**config.mk**
```make
export PLATFORM = sky130hd
export DESIGN_NAME = knap_search_ctrl_flat
export DESIGN_NICKNAME = d
export VERILOG_FILES = /design/src/rtl/knap_search_ctrl_if.sv /design/src/rtl/knap_search_ctrl.sv /design/src/flat_wrapper.sv
export SDC_FILE = /design/constraint.sdc
export NUM_CORES = 1
export LEC_CHECK = 0
export CORE_ASPECT_RATIO = 0.6
export CORE_MARGIN = 2
export CORE_UTILIZATION = 45
export DETAILED_ROUTE_END_ITERATION = 8
export GPL_TIMING_DRIVEN = 1
export PLACE_DENSITY = 0.75
export SYNTH_ARGS = -nofsm -noshare
export SYNTH_HDL_FRONTEND = slang
export SYNTH_SLANG_ARGS = --single-unit
```
**constraint.sdc**
```tcl
create_clock -name clk -period 17.6 [get_ports clk]
set_input_delay 2.64 -clock clk [delete_from_list [all_inputs] [get_ports clk]]
set_output_delay 2.64 -clock clk [all_outputs]
set_load 0.1 [all_outputs]
```
**src/rtl/knap_search_ctrl_if.sv**
```systemverilog
// ============================================================================
// knap_search_ctrl_if
// Host <-> search-controller bundle: start request, problem snapshot inputs,
// busy/done handshake and the best-solution results.
// Revision: 1.0
// ============================================================================
`default_nettype none

interface knap_search_ctrl_if #(
  parameter int N_ITEMS = 5,
  parameter int W       = 5
);
  // Request and problem instance (host drives)
  logic                 start;
  logic [N_ITEMS*W-1:0] item_value;
  logic [N_ITEMS*W-1:0] item_weight;
  logic [N_ITEMS*W-1:0] item_volume;
  logic [W-1:0]         min_value;
  logic [W-1:0]         max_weight;
  logic [W-1:0]         max_volume;

  // Handshake and results (controller drives)
  logic                 busy;
  logic                 done;
  logic                 found;
  logic [N_ITEMS-1:0]   best_mask;
  logic [W+2:0]         best_value;
  logic [N_ITEMS:0]     valid_count;

  modport master (
    output start, item_value, item_weight, item_volume,
           min_value, max_weight, max_volume,
    input  busy, done, found, best_mask, best_value, valid_count
  );

  modport slave (
    input  start, item_value, item_weight, item_volume,
           min_value, max_weight, max_volume,
    output busy, done, found, best_mask, best_value, valid_count
  );
endinterface

`default_nettype wire

```
**src/rtl/knap_search_ctrl.sv**
```systemverilog
// ============================================================================
// knap_search_ctrl
// Exhaustive knapsack feasibility search: snapshots the instance on start,
// evaluates one selection mask per clock (value >= min, weight <= max,
// volume <= max) and reports the best feasible selection.
// Optional feature macro: KNAP_COUNT_EN (builds the feasible-mask counter;
// when undefined valid_count is tied to 0).
// Revision: 1.0
// ============================================================================
`default_nettype none

module knap_search_ctrl #(
  parameter int N_ITEMS = 5,
  parameter int W       = 5
) (
  input  wire logic            clk,
  input  wire logic            rst_n,
  knap_search_ctrl_if.slave    bus
);

  // Sums carry three guard bits so up to 8 items can never wrap.
  localparam int SW = W + 3;
  localparam logic [N_ITEMS-1:0] LAST_MASK = '1;

  typedef enum logic [1:0] {
    ST_IDLE = 2'd0,
    ST_SCAN = 2'd1,
    ST_DONE = 2'd2
  } state_t;

  state_t state;

  // Candidate selection currently being evaluated
  logic [N_ITEMS-1:0]   mask;

  // Snapshot of the problem taken when start is accepted
  logic [N_ITEMS*W-1:0] snap_value;
  logic [N_ITEMS*W-1:0] snap_weight;
  logic [N_ITEMS*W-1:0] snap_volume;
  logic [W-1:0]         snap_min_value;
  logic [W-1:0]         snap_max_weight;
  logic [W-1:0]         snap_max_volume;

  // Registered handshake and results
  logic                 scan_busy;
  logic                 done_pulse;
  logic                 found_any;
  logic [N_ITEMS-1:0]   best_sel;
  logic [SW-1:0]        best_sum;

  // Evaluation of the current mask
  logic [SW-1:0]        sum_value;
  logic [SW-1:0]        sum_weight;
  logic [SW-1:0]        sum_volume;
  logic                 feasible;
  logic                 better;
  logic                 start_accept;

  assign start_accept = (state == ST_IDLE) && bus.start;

  // Sum the selected items of the snapshot and test all three limits
  always_comb begin
    sum_value  = '0;
    sum_weight = '0;
    sum_volume = '0;
    for (int i = 0; i < N_ITEMS; i++) begin
      if (mask[i]) begin
        sum_value  = sum_value  + SW'(snap_value [i*W +: W]);
        sum_weight = sum_weight + SW'(snap_weight[i*W +: W]);
        sum_volume = sum_volume + SW'(snap_volume[i*W +: W]);
      end
    end
    feasible = (sum_value  >= SW'(snap_min_value))  &&
               (sum_weight <= SW'(snap_max_weight)) &&
               (sum_volume <= SW'(snap_max_volume));
    // Masks are visited in ascending order, so a strict compare keeps the
    // lowest mask among equal-value solutions.
    better   = !found_any || (sum_value > best_sum);
  end

  // Sequencer: snapshot on start, one mask per cycle, one-cycle done pulse
  always_ff @(posedge clk or negedge rst_n) begin
    if (!rst_n) begin
      state           <= ST_IDLE;
      mask            <= '0;
      snap_value      <= '0;
      snap_weight     <= '0;
      snap_volume     <= '0;
      snap_min_value  <= '0;
      snap_max_weight <= '0;
      snap_max_volume <= '0;
      scan_busy       <= 1'b0;
      done_pulse      <= 1'b0;
      found_any       <= 1'b0;
      best_sel        <= '0;
      best_sum        <= '0;
    end else begin
      done_pulse <= 1'b0;
      case (state)
        ST_IDLE: begin
          if (bus.start) begin
            snap_value      <= bus.item_value;
            snap_weight     <= bus.item_weight;
            snap_volume     <= bus.item_volume;
            snap_min_value  <= bus.min_value;
            snap_max_weight <= bus.max_weight;
            snap_max_volume <= bus.max_volume;
            found_any       <= 1'b0;
            best_sel        <= '0;
            best_sum        <= '0;
            mask            <= '0;
            scan_busy       <= 1'b1;
            state           <= ST_SCAN;
          end
        end
        ST_SCAN: begin
          if (feasible) begin
            found_any <= 1'b1;
            if (better) begin
              best_sel <= mask;
              best_sum <= sum_value;
            end
          end
          // Stop after the all-ones mask instead of wrapping to a second pass
          if (mask == LAST_MASK) begin
            done_pulse <= 1'b1;
            state      <= ST_DONE;
          end else begin
            mask <= mask + 1'b1;
          end
        end
        ST_DONE: begin
          scan_busy <= 1'b0;
          state     <= ST_IDLE;
        end
        default: begin
          scan_busy <= 1'b0;
          state     <= ST_IDLE;
        end
      endcase
    end
  end

`ifdef KNAP_COUNT_EN
  // Saturation point: every one of the 2^N masks feasible
  localparam logic [N_ITEMS:0] COUNT_MAX = {1'b1, {N_ITEMS{1'b0}}};

  logic [N_ITEMS:0] feasible_count;

  // Count feasible masks of the running search; cleared on start accept
  always_ff @(posedge clk or negedge rst_n) begin
    if (!rst_n) begin
      feasible_count <= '0;
    end else if (start_accept) begin
      feasible_count <= '0;
    end else if ((state == ST_SCAN) && feasible && (feasible_count != COUNT_MAX)) begin
      feasible_count <= feasible_count + 1'b1;
    end
  end

  assign bus.valid_count = feasible_count;
`else
  logic unused_accept;
  assign unused_accept   = start_accept;
  assign bus.valid_count = '0;
`endif

  assign bus.busy       = scan_busy;
  assign bus.done       = done_pulse;
  assign bus.found      = found_any;
  assign bus.best_mask  = best_sel;
  assign bus.best_value = best_sum;

endmodule

`default_nettype wire

```
**src/flat_wrapper.sv**
```systemverilog
// flat-port wrapper written by rule: the top's interface ports become plain ports
module knap_search_ctrl_flat 
#(
  parameter int N_ITEMS = 5,
  parameter int W       = 5
)
  (clk, rst_n, bus_start, bus_item_value, bus_item_weight, bus_item_volume, bus_min_value, bus_max_weight, bus_max_volume, bus_busy, bus_done, bus_found, bus_best_mask, bus_best_value, bus_valid_count);
  knap_search_ctrl_if #(.N_ITEMS(N_ITEMS), .W(W)) bus_i ();
  input  wire logic clk;
  input  wire logic rst_n;
  input wire logic [$bits(bus_i.start)-1:0] bus_start;
  input wire logic [$bits(bus_i.item_value)-1:0] bus_item_value;
  input wire logic [$bits(bus_i.item_weight)-1:0] bus_item_weight;
  input wire logic [$bits(bus_i.item_volume)-1:0] bus_item_volume;
  input wire logic [$bits(bus_i.min_value)-1:0] bus_min_value;
  input wire logic [$bits(bus_i.max_weight)-1:0] bus_max_weight;
  input wire logic [$bits(bus_i.max_volume)-1:0] bus_max_volume;
  output wire logic [$bits(bus_i.busy)-1:0] bus_busy;
  output wire logic [$bits(bus_i.done)-1:0] bus_done;
  output wire logic [$bits(bus_i.found)-1:0] bus_found;
  output wire logic [$bits(bus_i.best_mask)-1:0] bus_best_mask;
  output wire logic [$bits(bus_i.best_value)-1:0] bus_best_value;
  output wire logic [$bits(bus_i.valid_count)-1:0] bus_valid_count;
  assign bus_i.start = bus_start;
  assign bus_i.item_value = bus_item_value;
  assign bus_i.item_weight = bus_item_weight;
  assign bus_i.item_volume = bus_item_volume;
  assign bus_i.min_value = bus_min_value;
  assign bus_i.max_weight = bus_max_weight;
  assign bus_i.max_volume = bus_max_volume;
  assign bus_busy = bus_i.busy;
  assign bus_done = bus_i.done;
  assign bus_found = bus_i.found;
  assign bus_best_mask = bus_i.best_mask;
  assign bus_best_value = bus_i.best_value;
  assign bus_valid_count = bus_i.valid_count;
  knap_search_ctrl #(.N_ITEMS(N_ITEMS), .W(W)) u_core (.clk(clk), .rst_n(rst_n), .bus(bus_i));
endmodule
```
==> run metrics <==
GR peak layer=met1; highest clock rate=131 MHz; Max Slew Vio Count=0; mean area per synthesized cell=8.36 um2; initial core utilization=0.464; RSZ-0062 raised after global routing=false; hold depth=2; drt wl/cell=15.9 um; M3 GR Usage=0.0414; GRT Total Usage=0.223; CP Launch Type=flip-flop; met1 usage=0.342; post-layout min period=7.63 ns; die width=181 um; PortBufs=108; Primary FF master, synth=dfrtp_1; antenna-violating nets left=0; library cells used by synthesis=69; Core ar.=18200 um2; die area=19900 um2; setup_tns=0 ns; clock root cell=clkbuf_16; hold_buf cts=0; Die Y=110 um; Hold Path Class=reg2reg; status=completed; post-cts repair resize count=0; Crit. End Element=flip-flop; Register-to-Register Path Depth=32; Setup CP Type=reg2reg; final setup vio count=0; post-route clock period utilization=0.433; ant diodes=0; #FFs+latches synth=113; Arrival @ worst endpoint=7.95 ns; clock sink count=113; Post-Syn Area=8450 um2; slew margin rel.=0.319; layout cells sized above 1=0.0683; setup slack after layout=9.97 ns; Critical Path RT=17.93 ns; first-pass GRT wire length=35100 um; initial antenna violation count=0; skew final=0.0104 ns; sequential area share after synthesis=0.335; worst stage delay on the critical path=0.87 ns; clock buffer depth=2; H-tree levels=4; MaxCap Viol Count=0; worst-path maximum fanout=21; Cells after Synth=1011; postcts setup bufs=0; # IOs=115; Post-Route WL=21500 um; Vias=7224; 1st-pass router iterations=7; Slew @ Worst Pin=1.02 ns; DRT iter0 DRCs=566; pre-CTS setup slack=10.21 ns; Num CTS Buffers=17; dpl hpwl=15700 um; total grt overflow=0; largest net degree at the start of global routing=60; DRC viols=0; nets=1291; clk_lat worst skew=0.42 ns; Layout area overhead=21.8%; yosys synthesis warning count=0; Worst path most repeated cell=ha_1; met2 usage=0.318; DR vias/cell=5.34; Post-synth EDFFs=0; CTS tree=yes; Clock transition at path regs=0.06 ns; vias in the first global route=6864; num rows=38; final hold vios=0; Post-synth ARST share=1.00; Slowest cell on crit path=dfrtp_1; GP Congestion=0.858
-- area by class of cell --
type                            instances  area, um2
Clock buffer                           19        443
Clock inverter                         11        188
Fill cell                            1635       7920
Inverter                               67        251
Multi-Input combinational cell        788       5160
Sequential cell                       113       2830
Tap cell                              240        300
Timing Repair Buffer                  114       1120
-- routing by layer --
layer | up-vias | wire length [um]
li1 | 3580 | -
met1 | 3378 | 11400
met2 | 246 | 8360
met3 | 20 | 1490
met4 | 0 | 206
met5 | - | 0
-- worst paths after layout --
kind                                                   start                                   end  slack (ns)
max                               u_core.mask[0]$_DFFE_PN0P_  u_core.bus.best_value[6]$_DFFE_PN0P_        9.97
min                        u_core.snap_weight[3]$_DFFE_PN0P_     u_core.snap_weight[3]$_DFFE_PN0P_        0.48
max reg2reg                       u_core.mask[0]$_DFFE_PN0P_  u_core.bus.best_value[6]$_DFFE_PN0P_        9.97
min reg2reg                u_core.snap_weight[3]$_DFFE_PN0P_     u_core.snap_weight[3]$_DFFE_PN0P_        0.48
max in group asynchronous                              rst_n     u_core.snap_weight[0]$_DFFE_PN0P_       14.11
min in group asynchronous                              rst_n    u_core.snap_volume[18]$_DFFE_PN0P_        2.27
-- cell usage in the layout, fill, tap and decap left out, drive strengths merged, types with 12 or more instances in the layout --
| master | instances |
|---|---|
| mux2i | 26 |
| clkdlybuf4s50 | 107 |
| a211oi | 14 |
| clkbuf | 19 |
| dfrtp | 113 |
| nor2 | 39 |
| ha | 85 |
| nand2 | 282 |
| fa | 12 |
| inv | 66 |
| a21oi | 51 |
| mux2 | 23 |
| a21o | 16 |
| nor2b | 12 |
| and2 | 15 |
| xor2 | 17 |
| o21ai | 70 |
| nand2b | 12 |
| xnor2 | 22 |
-- through the flow --
step	std cells	instance area (um2)	hold WS, ns	util
detailed placement	1322	9660	0.462	0.531
global route	1352	10300	0.504	0.565
finish	1352	10300	0.476	0.565
CTS	1352	10300	0.478	0.565
global placement	1322	9660	0.454	0.531
floorplan	1016	8470	0.438	-
-- registers in the layout, indices dropped and copies added (netlist names) --
signal                  flops
u_core.snap_value          25
u_core.snap_volume         25
u_core.snap_weight         25
u_core.bus.best_value       8
u_core.bus.best_mask        5
u_core.mask                 5
u_core.snap_max_volume      5
u_core.snap_max_weight      5
u_core.snap_min_value       5
u_core.state                2
u_core.bus.busy             1
u_core.bus.done             1
u_core.bus.found            1
-- Yosys cell counts, types with 5 or more instances --
master | instances | share of area
o211ai_1 | 8 | 0.0071
fa_1 | 12 | 0.028
ha_1 | 85 | 0.13
and2_1 | 15 | 0.011
xnor2_1 | 22 | 0.023
clkbuf_1 | 26 | 0.012
nor2b_1 | 12 | 0.0089
xor2_1 | 17 | 0.018
dfrtp_1 | 113 | 0.33
buf_2 | 5 | 0.0030
a211o_1 | 5 | 0.0052
mux2i_1 | 26 | 0.031
inv_1 | 66 | 0.029
a21o_1 | 16 | 0.014
buf_4 | 7 | 0.0062
nand2_1 | 282 | 0.13
a21oi_1 | 48 | 0.028
o21a_1 | 6 | 0.0053
a211oi_1 | 13 | 0.012
nor2_1 | 39 | 0.017
o21ai_0 | 66 | 0.039
mux2_2 | 23 | 0.031
nand2b_1 | 12 | 0.0089
nand3_1 | 7 | 0.0041
buf_1 | 8 | 0.0036
o22ai_1 | 6 | 0.0044
-- critical path, delay by kind of cell, from the launching register on --
kind                     cells  cell delay (ns)
XOR/XNOR                     1             0.16
flip-flops                   1             0.87
AND/OR/NAND/NOR              8             1.31
buffers and inverters        1             0.07
AO/OA/AOI/OAI               15             2.76
adder cells (fa/ha/maj)      7             2.34
-- logic make-up (layout without fill, tap and decap cells) --
logic type / after synthesis / count (layout) / share of synthesized area
AO/OA/AOI/OAI: 202 / 202 / 0.150
XOR/XNOR: 39 / 39 / 0.0404
adder cells (fa/ha/maj): 98 / 98 / 0.155
buffers and inverters: 115 / 211 / 0.0577
flip-flops: 113 / 113 / 0.335
multiplexers: 49 / 49 / 0.0614
other: 1 / 6 / 0.000444
AND/OR/NAND/NOR: 394 / 394 / 0.200
Power is left out: the tool's default activity adds up to more than one toggle a clock period on the data nets, which glitch-free logic cannot reach.
